$ cat src/rtl/store_pkg.sv
// Shared encodings for the store path: addressing modes, source select,
// FSM states and the default write-wait limit.
package store_pkg;

   typedef enum logic [1:0] {
      MODE_ZP   = 2'b00,
      MODE_ZPX  = 2'b01,
      MODE_ABS  = 2'b10,
      MODE_ABSX = 2'b11
   } mode_t;

   typedef enum logic [1:0] {
      SRC_A   = 2'b00,
      SRC_X   = 2'b01,
      SRC_Y   = 2'b10,
      SRC_ILL = 2'b11
   } src_t;

   typedef enum logic [2:0] {
      ST_IDLE  = 3'd0,
      ST_CALC  = 3'd1,
      ST_FIX   = 3'd2,
      ST_WRITE = 3'd3,
      ST_DONE  = 3'd4
   } state_t;

   // 0 = wait for mem_ready forever
   localparam int DEFAULT_WAIT_LIMIT = 0;

endpackage

$ cat src/rtl/store_addr_calc.sv
// 6502 effective-address generation for store instructions. Also provides
// the uncorrected (no high-byte carry) address shown during the FIX cycle.
module store_addr_calc
   import store_pkg::*;
(
   input  mode_t       mode,
   input  logic [7:0]  op_lo,
   input  logic [7:0]  op_hi,
   input  logic [7:0]  idx,
   output logic [15:0] eff_addr,
   output logic [15:0] fix_addr
);

   logic [7:0]  lo_sum;
   logic [15:0] abs_sum;

   // Page-0 wrap for ZP indexed, full 16-bit wrap for ABS indexed.
   always_comb begin
      lo_sum   = op_lo + idx;
      abs_sum  = {op_hi, op_lo} + {8'h00, idx};
      fix_addr = {op_hi, lo_sum};
      case (mode)
         MODE_ZP:   eff_addr = {8'h00, op_lo};
         MODE_ZPX:  eff_addr = {8'h00, lo_sum};
         MODE_ABS:  eff_addr = {op_hi, op_lo};
         MODE_ABSX: eff_addr = abs_sum;
         default:   eff_addr = 16'h0000;
      endcase
   end

endmodule

$ cat src/rtl/store_unit.sv
// Store path: captures A/X/Y plus operands on start, computes the 6502
// effective address and runs a single memory write with a ready handshake.
//
// state    | meaning
// ---------+-------------------------------------------------------------
// ST_IDLE  | waiting for start_STORE; illegal src_sel pulses err
// ST_CALC  | effective address computed from latched operands
// ST_FIX   | ABS indexed only: uncorrected address on the bus, WE low
// ST_WRITE | WE high, ADDR/DATA held until mem_ready (or timeout)
// ST_DONE  | one-cycle done pulse
module store_unit
   import store_pkg::*;
#(
   parameter int WAIT_LIMIT = DEFAULT_WAIT_LIMIT,
   parameter int CNT_W      = 8
) (
   input  logic        FSM_Signal,
   input  logic        reset_STORE,
   input  logic        start_STORE,
   input  logic [1:0]  mode,
   input  logic [1:0]  src_sel,
   input  logic        idx_sel,
   input  logic [7:0]  IN_A,
   input  logic [7:0]  IN_X,
   input  logic [7:0]  IN_Y,
   input  logic [7:0]  op_lo,
   input  logic [7:0]  op_hi,
   input  logic        mem_ready,
   output logic [15:0] ADDR_OUT,
   output logic [7:0]  DATA_OUT,
   output logic        WE,
   output logic        busy,
   output logic        done,
   output logic        err
);

   state_t           state, state_nxt;
   mode_t            mode_q;
   logic [7:0]       src_q, idx_q, lo_q, hi_q;
   logic [CNT_W-1:0] wait_cnt;
   logic             err_q;
   logic             load, err_set;
   logic [7:0]       src_val, idx_val;
   logic [15:0]      eff_addr, fix_addr;

   store_addr_calc u_addr (
      .mode     (mode_q),
      .op_lo    (lo_q),
      .op_hi    (hi_q),
      .idx      (idx_q),
      .eff_addr (eff_addr),
      .fix_addr (fix_addr)
   );

   // Source and index selection from the live register values.
   always_comb begin
      case (src_t'(src_sel))
         SRC_X:   src_val = IN_X;
         SRC_Y:   src_val = IN_Y;
         default: src_val = IN_A;
      endcase
      idx_val = idx_sel ? IN_Y : IN_X;
   end

   // Next-state logic; the wait counter's terminal count triggers the timeout.
   always_comb begin
      state_nxt = state;
      load      = 1'b0;
      err_set   = 1'b0;
      case (state)
         ST_IDLE: begin
            if (start_STORE) begin
               if (src_t'(src_sel) == SRC_ILL) begin
                  err_set = 1'b1;
               end else begin
                  load      = 1'b1;
                  state_nxt = ST_CALC;
               end
            end
         end
         ST_CALC:  state_nxt = (mode_q == MODE_ABSX) ? ST_FIX : ST_WRITE;
         ST_FIX:   state_nxt = ST_WRITE;
         ST_WRITE: begin
            if (mem_ready) begin
               state_nxt = ST_DONE;
            end else if ((WAIT_LIMIT > 0) && (wait_cnt == CNT_W'(1))) begin
               state_nxt = ST_IDLE;
               err_set   = 1'b1;
            end
         end
         ST_DONE:  state_nxt = ST_IDLE;
         default:  state_nxt = ST_IDLE;
      endcase
   end

   // State register, operand capture, wait down-counter and err pulse.
   always_ff @(negedge FSM_Signal or posedge reset_STORE) begin
      if (reset_STORE) begin
         state    <= ST_IDLE;
         mode_q   <= MODE_ZP;
         src_q    <= 8'h00;
         idx_q    <= 8'h00;
         lo_q     <= 8'h00;
         hi_q     <= 8'h00;
         wait_cnt <= '0;
         err_q    <= 1'b0;
      end else begin
         state <= state_nxt;
         err_q <= err_set;
         if (load) begin
            mode_q <= mode_t'(mode);
            src_q  <= src_val;
            idx_q  <= idx_val;
            lo_q   <= op_lo;
            hi_q   <= op_hi;
         end
         if ((state_nxt == ST_WRITE) && (state != ST_WRITE)) begin
            wait_cnt <= CNT_W'(WAIT_LIMIT);
         end else if ((state == ST_WRITE) && !mem_ready && (wait_cnt != '0)) begin
            wait_cnt <= wait_cnt - CNT_W'(1);
         end
      end
   end

   // Outputs decode from state and the latched operands, so reset clears them at once.
   always_comb begin
      ADDR_OUT = (state == ST_FIX) ? fix_addr : eff_addr;
      DATA_OUT = src_q;
      WE       = (state == ST_WRITE);
      busy     = (state != ST_IDLE);
      done     = (state == ST_DONE);
      err      = err_q;
   end

endmodule
$ cat config.mk
export PLATFORM = sky130hd
export DESIGN_NAME = store_unit
export DESIGN_NICKNAME = d
export VERILOG_FILES = /design/src/rtl/store_pkg.sv /design/src/rtl/store_addr_calc.sv /design/src/rtl/store_unit.sv
export SDC_FILE = /design/constraint.sdc
export NUM_CORES = 1
export LEC_CHECK = 0
export BUFFER_PORTS_ARGS = -buffer_cell sky130_fd_sc_hd__buf_4
export CAP_MARGIN = 20
export CORE_ASPECT_RATIO = 0.5
export CORE_MARGIN = 2
export CORE_UTILIZATION = 41
export DETAILED_ROUTE_END_ITERATION = 10
export GPL_TIMING_DRIVEN = 0
export PLACE_DENSITY_LB_ADDON = 0.05
export SYNTH_ARGS = -nofsm -noshare
export SYNTH_HDL_FRONTEND = slang
export SYNTH_HIERARCHICAL = 1
export SYNTH_SLANG_ARGS = --single-unit
export TNS_END_PERCENT = 5
$ cat constraint.sdc
create_clock -name FSM_Signal -period 5.2 [get_ports FSM_Signal]
set_clock_uncertainty 0.05 [all_clocks]
set_input_delay 1.04 -clock FSM_Signal [delete_from_list [all_inputs] [get_ports FSM_Signal]]
set_output_delay 1.04 -clock FSM_Signal [all_outputs]
set_load 0.01 [all_outputs]
==> results.json <==
{
  "outcome": "finished, violations left",
  "failed_checks": "setup timing",
  "crit_path_end_kind": "primary output",
  "drive_gt1_share_pct": 40.7,
  "path_cells": "ha_1 -> inv_1 -> fa_2 -> nand2b_4 -> a211oi_4 -> o221ai_2 -> xnor2_1 -> and2_1 -> mux2_2 -> buf_4",
  "slowest_delay_ns": 0.44,
  "synth_top_area_share_pct": 34.1,
  "p_sw_mw": 0.912,
  "drt-initial-drc-count": 137,
  "synth_cell_types": 44,
  "switching_share_pct": 38.1,
  "htreeDepth": 2,
  "pwr-share-comb_pct": 60.8,
  "worstSetupPathType": "flip-flop to primary output",
  "fin_nets": 417,
  "io_buffers": 75,
  "setup_slack_ns": -1.13,
  "dpl_cell_area_mm2": 0.00348,
  "syn_avg_cell_area_um2": 10.2,
  "crit_buf_inv": 2,
  "wirelength_um": 6690,
  "die_area_mm2": 0.00752,
  "grt_pass1_wl_um": 11200,
  "post-cts-setup-buffers": 0,
  "peakVddDrop_mv": 0.178,
  "diodes": 0,
  "r2r_start": "state[2]",
  "p_clk_share_pct": 14.9,
  "die_x_um": 121,
  "hold_class": "flip-flop to flip-flop",
  "intPower_mw": 1.48,
  "netlist_area_mm2": 0.00279,
  "worstMarginPinSlew_ns": 0.841,
  "worst-endpoint-arrival_ns": 5.24,
  "cts_root_buf": "clkbuf_16",
  "core_mm2": 0.00662,
  "ys_ff_latch": 38,
  "yosysSeqAreaShare_pct": 34.1,
  "reg2reg_depth": 6,
  "clockBufferDepth": 2,
  "pre_cts_slack_ns": -0.821,
  "leakage_nw": 1.75,
  "grt_usage_pct": 18.8,
  "finalSetupViolCount": 16,
  "cp_top_family": "adder cells",
  "grt_overflow": 0,
  "row_count": 21,
  "final_util_pct": 55.4,
  "fin_area_mm2": 0.00367,
  "antenna_left": 0,
  "io_pins": 77,
  "grt_pass1_vias": 2325,
  "cap_violations": 0,
  "timing.hold.ws_ns": 0.413,
  "seqPwrFrac_pct": 24.3,
  "synth_nets": 335,
  "netlist_instances": 274,
  "yosys.area.top_type": "dfrtn_1",
  "cts_tree": "yes",
  "r2r_end": "lo_q[1]",
  "clkTransAtPathRegs_ns": 0.04,
  "cts_buffers": 5,
  "crit_fanout": 4,
  "regToRegSetupSlack_ns": 3.09,
  "synth.most_common_cell": "dfrtn_1",
  "startpoint_type": "flip-flop",
  "yosys_warnings": 6,
  "fin_setup_tns_ns": -13.26,
  "yosys-top-cells-count": "dfrtn_1, mux2_2, o21ai_0",
  "grt_max_degree": 39,
  "hold_viol_final": 0,
  "synth_edf_count": 0,
  "drv_slew": 0,
  "die_h_um": 62.3,
  "place_congestion": 0.801,
  "clk_latency_ns": 0.30,
  "ys.flop_type": "dfrtn_1",
  "crit_required_ns": 4.11,
  "start_util_pct": 42.1,
  "antenna_found_initial": 0,
  "rsz0062_at_grt": "true",
  "worst-path-stages": 10,
  "wl_per_cell_um": 14.9,
  "async_reset_ff_share_pct": 100,
  "maxSlewHeadroom_pct": 43.8,
  "critPathLaunch": "lo_q[0]",
  "vias": 2311,
  "crit_end": "ADDR_OUT[8]",
  "drc": 0,
  "synthToLayoutAreaGrowth_pct": 31.6,
  "crit_slowest_cell": "dfrtn_1",
  "drtPass1Iterations": 4,
  "power.density_mw_per_mm2": 653,
  "post_drt_via_cell_ratio": 5.16,
  "ys_top_cells_by_area": "dfrtn_1, mux2_2, mux2_4, ha_1, mux2i_1",
  "place_hpwl_um": 5050,
  "cts_sinks": 38
}
## power groups by stage
stage          registers, mW  clock network, mW  logic [mW]
3_3_place_gp           0.578                  0        1.42
2_1_floorplan          0.553                  0        1.00
3_5_place_dp           0.583                  0        1.45
6_report               0.583              0.356        1.46
5_1_grt                0.607              0.376        1.60
4_1_cts                0.583              0.366        1.47
## cell usage in the layout, fill, tap and decap left out, drive strengths merged, types with 4 or more instances in the layout
master,instances
inv,10
a21oi,10
clkbuf,12
dfrtn,38
nand2,12
a221oi,9
buf,92
nor2b,11
o31ai,9
mux2i,13
ha,11
o21ai,29
nor2,12
nor3b,4
mux2,39
and2,5
nand2b,7
xnor2,7
## worst reg2reg max path, stage by stage (launching register included)
cell	delay, ns
dfrtn_1	0.44
or4b_1	0.55
buf_2	0.18
nand2b_4	0.14
buf_6	0.13
buf_6	0.16
mux2_4	0.31
## routing by layer
| layer | track usage [%] | vias to the layer above | wire length, um |
|---|---|---|---|
| li1 | - | 1143 | - |
| met1 | 26.7 | 1095 | 3360 |
| met2 | 29.2 | 68 | 2910 |
| met3 | 4.41 | 5 | 382 |
| met4 | 4.22 | 0 | 40 |
| met5 | 0 | - | 0 |
## cells by family after synthesis
family | synth area share [%]
mux | 22.3
xor+xnor | 2.51
flops | 34.1
buf+inv | 6.91
simple gates | 13.1
fa+ha+maj | 5.65
compound gates | 15.5
## flip-flops by register name, summed over array words and instances, names as in the netlist
| register | count |
|---|---|
| lo_q | 8 |
| DATA_OUT | 8 |
| hi_q | 8 |
| idx_q | 8 |
| err | 1 |
| mode_q | 2 |
| state | 3 |
## per-stage QoR
| stage | power, mW | std cells |
|---|---|---|
| floorplan | 1.55 | 274 |
| global placement | 2.00 | 441 |
| detailed placement | 2.03 | 441 |
| CTS | 2.42 | 448 |
| global route | 2.59 | 448 |
| finish | 2.40 | 448 |
## final cells by class
class / count / area (um^2)
inverters: 10 / 37.5
multi-input cells: 203 / 1680
plain buffers: 23 / 156
flip-flops and latches: 38 / 951
repair buffers: 75 / 563
clock inverters: 1 / 30.0
clock buffers: 6 / 139
fillers: 623 / 2950
well taps: 92 / 115
## timing repair
item	CTS	global route
setup endpoints to repair	16	16
pin swaps	2	0
resized for setup	5	2
hold buffers	0	0
## worst min path at each step
stage                      from  cells past startpoint  slack [ns]           to
floorplan              idx_q[0]                      2        0.39     idx_q[0]
global placement    DATA_OUT[5]                      2        0.41  DATA_OUT[5]
detailed placement  DATA_OUT[2]                      2        0.41  DATA_OUT[2]
CTS                 DATA_OUT[5]                      2        0.42  DATA_OUT[5]
global route        DATA_OUT[0]                      2        0.45  DATA_OUT[0]
finish              DATA_OUT[0]                      2        0.41  DATA_OUT[0]
Power figures use the tool's default switching activity.
